### src/rtl/bin_bcd_pkg.sv
// Shared types and sizing helper for the sequential binary-to-BCD converter.
package bin_bcd_pkg;

   typedef enum logic [1:0] {IDLE, SHIFT, DONE} bcd_state_t;

   // BCD result width for a w-bit binary operand
   function automatic int unsigned bcd_width(input int unsigned w);
      return w + (w - 4) / 3 + 1;
   endfunction

endpackage

### src/rtl/bcd_dabble_step.sv
// One double-dabble iteration: add 3 to every digit >= 5, then shift in the next binary bit.
module bcd_dabble_step #(
   parameter int unsigned BCD_W = 42
) (
   input  logic [BCD_W-1:0] acc,
   input  logic             bit_in,
   output logic [BCD_W-1:0] acc_next
);

   localparam int unsigned NDIG = BCD_W / 4;

   logic [BCD_W-1:0] adj;

   // A partial top digit never reaches 5, so only full digits are corrected
   always_comb begin
      adj = acc;
      for (int unsigned i = 0; i < NDIG; i++) begin
         if (acc[4*i +: 4] >= 4'd5) begin
            adj[4*i +: 4] = acc[4*i +: 4] + 4'd3;
         end
      end
   end

   // The bit shifted out of the top is always 0 for legal operand widths
   assign acc_next = BCD_W'({adj, bit_in});

endmodule

### src/rtl/bin2bcd_seq.sv
// Sequential binary-to-BCD converter: one double-dabble iteration per clock, valid/ready on both sides.
module bin2bcd_seq
   import bin_bcd_pkg::*;
#(
   parameter  int unsigned W     = 32,
   localparam int unsigned BCD_W = bcd_width(W)
) (
   input  logic             clk,
   input  logic             rst,
   input  logic             in_valid,
   output logic             in_ready,
   input  logic [W-1:0]     Bin,
   output logic             out_valid,
   input  logic             out_ready,
   output logic [BCD_W-1:0] Bcd,
   output logic             busy
);

   localparam int unsigned CW = $clog2(W + 1);

   bcd_state_t       state;
   bcd_state_t       state_nx;
   logic [CW-1:0]    cnt;
   logic [W-1:0]     sreg;
   logic [BCD_W-1:0] acc;
   logic [BCD_W-1:0] acc_step;

   bcd_dabble_step #(.BCD_W(BCD_W)) u_step (
      .acc      (acc),
      .bit_in   (sreg[W-1]),
      .acc_next (acc_step)
   );

   always_ff @(posedge clk) begin
      if (rst) begin
         state <= IDLE;
      end else begin
         state <= state_nx;
      end
   end

   always_comb begin
      state_nx = state;
      case (state)
         IDLE:    if (in_valid)        state_nx = SHIFT;
         SHIFT:   if (cnt == CW'(1))   state_nx = DONE;
         DONE:    if (out_ready)       state_nx = IDLE;
         default:                      state_nx = IDLE;
      endcase
   end

   // Handshake flags are pure decodes of the registered state
   always_comb begin
      in_ready  = 1'b0;
      out_valid = 1'b0;
      busy      = 1'b0;
      case (state)
         IDLE:    in_ready = 1'b1;
         SHIFT:   busy     = 1'b1;
         DONE: begin
            out_valid = 1'b1;
            busy      = 1'b1;
         end
         default: ;
      endcase
   end

   // Operand shift register, accumulator and iteration counter
   always_ff @(posedge clk) begin
      if (rst) begin
         sreg <= '0;
         acc  <= '0;
         cnt  <= '0;
      end else begin
         case (state)
            IDLE: begin
               if (in_valid) begin
                  sreg <= Bin;
                  acc  <= '0;
                  cnt  <= CW'(W);
               end
            end
            SHIFT: begin
               acc  <= acc_step;
               sreg <= sreg << 1;
               cnt  <= cnt - CW'(1);
            end
            default: ;
         endcase
      end
   end

   assign Bcd = acc;

endmodule

### config.mk
export PLATFORM = sky130hd
export DESIGN_NAME = bin2bcd_seq
export DESIGN_NICKNAME = d
export VERILOG_FILES = /design/src/rtl/bin_bcd_pkg.sv /design/src/rtl/bcd_dabble_step.sv /design/src/rtl/bin2bcd_seq.sv
export SDC_FILE = /design/constraint.sdc
export NUM_CORES = 1
export LEC_CHECK = 0
export BUFFER_PORTS_ARGS = -buffer_cell sky130_fd_sc_hd__buf_2
export CORE_MARGIN = 1
export CORE_UTILIZATION = 50
export DETAILED_ROUTE_END_ITERATION = 16
export GPL_TIMING_DRIVEN = 0
export PLACE_DENSITY_LB_ADDON = 0.08
export SETUP_SLACK_MARGIN = 0.1
export SLEW_MARGIN = 30
export SYNTH_ARGS = -nofsm -noshare
export SYNTH_HDL_FRONTEND = slang
export SYNTH_SLANG_ARGS = --single-unit
### constraint.sdc
create_clock -name clk -period 2.52 [get_ports clk]
set_input_delay 0.252 -clock clk [delete_from_list [all_inputs] [get_ports clk]]
set_output_delay 0.252 -clock clk [all_outputs]
set_load 0.1 [all_outputs]
# [After elaboration in Yosys (flattened, before gate mapping)]
# Cells that the tools add are included.
[classes] add_sub_neg=11 magnitude_cmp=10 eq_ne=6 mux=23 reduce_logical=5
[op_table] op="$pmux 42 s2" count=1
[op_table] op="$pmux 32 s2" count=1
[op_table] op="$mux 42" count=1
[op_table] op="$add 4x2->4 const B" count=10
[op_table] op="$ge 4x3->1 const B" count=10
[op_table] op="$mux 4" count=10
[op_table] op="$mux 32" count=1
[op_table] op="$pmux 6 s2" count=1
[op_table] op="$eq 6x1->1 const B" count=1
[op_table] op="$mux 2" count=3
[op_table] op="$mux 6" count=1
[op_table] op="$ne 2x2->1 const B" count=3
[op_table] op="$pmux 2 s3" count=1
[op_table] op="$sub 6x1->6 const B" count=1
[op_table] op="$mux 1" count=3
[op_table] op="$reduce_and 3->1" count=1
[op_table] op="$eq 2x1->1 const B" count=1
[op_table] op="$eq 2x2->1 const B" count=1
[op_table] op="$logic_not 2->1" count=1
[op_table] op="$reduce_and 2->1" count=1
[op_table] op="$reduce_bool 2->1" count=1
[op_table] op="$reduce_or 2->1" count=1
[word_totals] regBits=82 input_bits=36 out_inout_bits=45 wordCells=59

# [Logic depth before layout (Yosys ltp)]
[logic_depth] word_depth=3 depth_mapped=8 depth_no_buf=6

# [Modules after synthesis]
# From an unflattened synthesis, not the netlist that was laid out.
[unflattened] hier_cells=506 hier_area_um2=4332.9
[modules_own_cells] module="bin2bcd_seq" n_inst=1 cells_per_inst=344 area_each_um2=3304.4 seq_area_each_um2=1641.6
[modules_own_cells] module="bcd_dabble_step" n_inst=1 cells_per_inst=162 area_each_um2=1028.5 seq_area_each_um2=0.0

# [Worst setup path before layout]
# OpenSTA, ideal clock, no wires.
[synth_path] path_type="register -> register" start="reg state[0]" end="reg acc[12], in the netlist Bcd[12]" setup_time_ns=0.088 arrival_time_ns=2.493 required_ns=2.432 path_slack_ns=-0.061 stages_incl_launch_ff=9 path_buffers=2 synth_period_minus_slack_ns=2.581 cell_sequence="dfxtp_1 -> inv_1 -> ha_1 -> buf_2 -> mux2_1 -> nor2_1 -> clkbuf_1 -> nand2_1 -> o31ai_1"
[synth_via] elab_chain_cells=3 elab_cells_between_ends=6 cone_classes="eq/ne (2); mux (1); reduce/logical (3)"
[synth_rtl] item="start, declared" line_no="bin2bcd_seq.sv:21" text="bcd_state_t state;"
[synth_rtl] item="start signal, assigned" line_no="bin2bcd_seq.sv:38" text="state <= state_nx;"
[synth_rtl] item="$eq 2x1->1 / $logic_not 2->1 (equally long branches)" line_no="bin2bcd_seq.sv:75" text="case (state)"
[synth_rtl] item="$reduce_bool 2->1 (no line) / $ne 2x2->1 (equally long branches)"
[synth_rtl] item="$reduce_and 2->1 (no line)"
[synth_rtl] item="end signal, assigned" line_no="bin2bcd_seq.sv:84" text="acc <= acc_step;"
[synth_rtl] item="end, declared" line_no="bin2bcd_seq.sv:25" text="logic [BCD_W-1:0] acc;"
# Parallel ways exist; a longest one is shown, timed or not.
# A chain may end at the register's enable or synchronous reset.

# [Final worst setup path]
[layout_path] start="reg state[1]" end="reg acc[36], in the netlist Bcd[36]"
# Same word-level chain as after synthesis.

==> results.sh <==
export IMPL_status="finished, final reports clean"
export IMPL_post_cts_setup_buffers=0
export IMPL_synth_fp_nets=569
export IMPL_path_delay_family="buffers and inverters"
export IMPL_grt_max_degree=14
export IMPL_fp_row_count=33
export IMPL_worstPathArrival_ns=2.51
export IMPL_clk_pin_slew_ns=0.09
export IMPL_syn_inst=508
export IMPL_setup_viol=0
export IMPL_cts_resized=0
export IMPL_grt_util_all_layers_pct=24.2
export IMPL_dieArea_um2=9040
export IMPL_vias_per_cell=5.51
export IMPL_cp_slowest_cell="clkbuf_1"
export IMPL_crit_type="reg -> reg"
export IMPL_tns_ns=0
export IMPL_num_fill_cells=768
export IMPL_wirelength_um=10400
export IMPL_clock_latency_ns=0.35
export IMPL_crit_required_ns=2.78
export IMPL_yosysSeqAreaShare_pct=37.9
export IMPL_routedWlPerCell_um=14.7
export IMPL_relSlewSlack_pct=44.1
export IMPL_vias=3897
export IMPL_fin_util_pct=60.7
export IMPL_cts_sinks=82
export IMPL_ir_worst_vdd_mv=0.658
export IMPL_synth_area_leader_cell="dfxtp_1"
export IMPL_cp_max_fo=10
export IMPL_fin_nets=659
export IMPL_placed_cells=692
export IMPL_diodes=0
export IMPL_async_flop_share_pct=0
export IMPL_yosysUniqueCellTypes=41
export IMPL_netlist_top_cells_area="dfxtp_1 (38%), ha_1 (7.2%), nor2_1 (6.2%)"
export IMPL_cpPeakStageDelay_ns=0.52
export IMPL_gp_congestion=0.793
export IMPL_crit_buf_inv=3
export IMPL_htree_num_levels=3
export IMPL_finalMaxSlewViolations=0
export IMPL_port_buffer_count=79
export IMPL_critPathLaunchType="flip-flop"
export IMPL_io_pins=81
export IMPL_coreArea_um2=8300
export IMPL_tritoncts="yes"
export IMPL_dp_hpwl_um=7280
export IMPL_grt_pass1_wl_um=16900
export IMPL_syn_avg_cell_area_um2=8.52
export IMPL_hp_class="in -> reg"
export IMPL_cp_end_kind="flip-flop"
export IMPL_grt_remaining_overflow=0
export IMPL_numCtsBuffers=9
export IMPL_drc=0
export IMPL_p_per_area_nw_per_um2=808
export IMPL_die_w_um=95.1
export IMPL_grt_pass1_vias=3638
export IMPL_root_buffer="clkbuf_8"
export IMPL_hold_viol_final=0
export IMPL_synth_flop_cell="dfxtp_1"
export IMPL_clock_path_buffers=2
export IMPL_cp_cell_sequence="inv_1 -> ha_2 -> buf_2 -> mux2_1 -> nor2_1 -> clkbuf_1 -> nand2_1 -> o31ai_1"
export IMPL_antenna_found_initial=0
export IMPL_leakagePower_uw=0.00219
export IMPL_syn2layout_area_growth_pct=16.3
export IMPL_cts_hold_buf=0
export IMPL_tightest_slew_ns=0.835
export IMPL_synth_area_um2=4330
export IMPL_synth_edf_count=0
export IMPL_rsz0062_at_grt="false"
export IMPL_fin_worst_skew_ns=0.0100
export IMPL_yosysWarnings=0
export IMPL_min_period_over_period_pct=89.3
export IMPL_drive_gt1_share_pct=18.9
export IMPL_fmax_ghz=0.444
export IMPL_die_h_um=95.1
export IMPL_maxCapViolations=0
export IMPL_ys_ff_latch=82
export IMPL_layout_cells_non_filler=707
export IMPL_layout_min_cycle_time_ns=2.25
export IMPL_ant_nets=0
export IMPL_synth_top_area_share_pct=37.9
export IMPL_dr_first_iter_drc_count=133
export IMPL_firstDrtPassIters=4
export IMPL_initial_utilization_pct=52.2
power breakdown:
group          internal (uW)  leakage (uW)  switching (uW)
registers               1520      0.000670             158
clock network            407     0.0000916             484
logic                    524       0.00143             973
total                   2450       0.00219            1620
final timing paths:
kind / start / endpoint / slack (ns) / cells past startpoint
worst min register to register: Bcd[9] / Bcd[9] / 0.49 / 2
worst max register to register: state[1] / Bcd[36] / 0.27 / 8
worst min-delay path: Bin[0] / sreg[0] / 0.19 / 3
worst max-delay path: state[1] / Bcd[36] / 0.27 / 8
cell families after synthesis:
| group | synth area share, % |
|---|---|
| and+or+nand+nor | 17.9 |
| AOI/OAI and AO/OA | 20.8 |
| DFF | 37.9 |
| buffers and inverters | 6.24 |
| adders and majority gates | 7.22 |
| xor gates and xnor gates | 4.65 |
| muxes | 5.20 |
layout by cell type (no fill, tap or decap), types with 9 or more instances in the layout:
| cell type | synthesis | final |
|---|---|---|
| a211oi_1 | 9 | 9 |
| nor2_1 | 72 | 72 |
| a2111oi_0 | 20 | 20 |
| xor2_1 | 11 | 11 |
| clkbuf_1 | 16 | 16 |
| nand2b_1 | 23 | 23 |
| nand2_1 | 35 | 35 |
| buf_2 | 11 | 90 |
| xnor2_1 | 12 | 12 |
| dfxtp_1 | 82 | 82 |
| ha_1 | 25 | 24 |
| nand3b_1 | 22 | 22 |
| a22o_1 | 10 | 10 |
| clkbuf_8 | 0 | 11 |
| a21oi_1 | 22 | 22 |
| inv_1 | 26 | 26 |
| o21ai_0 | 43 | 43 |
| o31ai_1 | 10 | 10 |
| o32ai_1 | 10 | 10 |
| mux2i_1 | 20 | 20 |
per-stage QoR:
step	worst slack, ns	instance area, um^2	hold slack (ns)	power [uW]
final	0.270	5040	0.189	4070
after global placement	0.296	4860	0.474	3150
after global routing	0.105	5040	0.225	4330
after floorplan	0.297	4330	0.413	2830
after detailed placement	0.318	4860	0.480	3200
after CTS	0.285	5040	0.169	4080
state kept, by name, summed over array words and instances, names as in the netlist:
register and cells:
cnt 6, sreg 32, Bcd 42, state 2
synthesized netlist by cell type (2+ instances only):
cell,instances
o31ai_1,10
nor3_1,2
nand3b_1,22
nor2_1,72
buf_6,3
buf_2,11
a22o_1,10
xnor2_1,12
a2111oi_1,2
o21ai_0,43
nand2_1,35
a21oi_1,22
ha_1,25
clkbuf_1,16
a22oi_1,3
dfxtp_1,82
xor2_1,11
nand2b_1,23
o32ai_1,10
buf_4,2
a211oi_1,9
a2111oi_0,20
inv_1,26
mux2i_1,20
tightest hold or removal path: cells and delay by family:
family | cells | cell delay (ns)
compound gates | 1 | 0.07
buf+inv | 1 | 0.08
simple gates | 1 | 0.09
metal layers:
| metal | up-vias | track usage, % | part of all wire [%] |
|---|---|---|---|
| met5 | - | 0 | 0 |
| met4 | 0 | 8.96 | 1.0 |
| met3 | 11 | 4.23 | 5.0 |
| met2 | 101 | 42.9 | 48 |
| met1 | 1819 | 29.1 | 46 |
| li1 | 1966 | - | - |
layout make-up:
class | count | area, um^2 | area share [%]
multi-input cells | 366 | 2420 | 48.1
flip-flops and latches | 82 | 1640 | 32.6
repair buffers | 79 | 395 | 7.85
plain buffers | 34 | 173 | 3.43
clock buffers | 11 | 151 | 3.01
well taps | 105 | 131 | 2.61
inverters | 26 | 97.6 | 1.94
clock inverters | 4 | 26.3 | 0.522
Power figures use the tool's default switching activity.
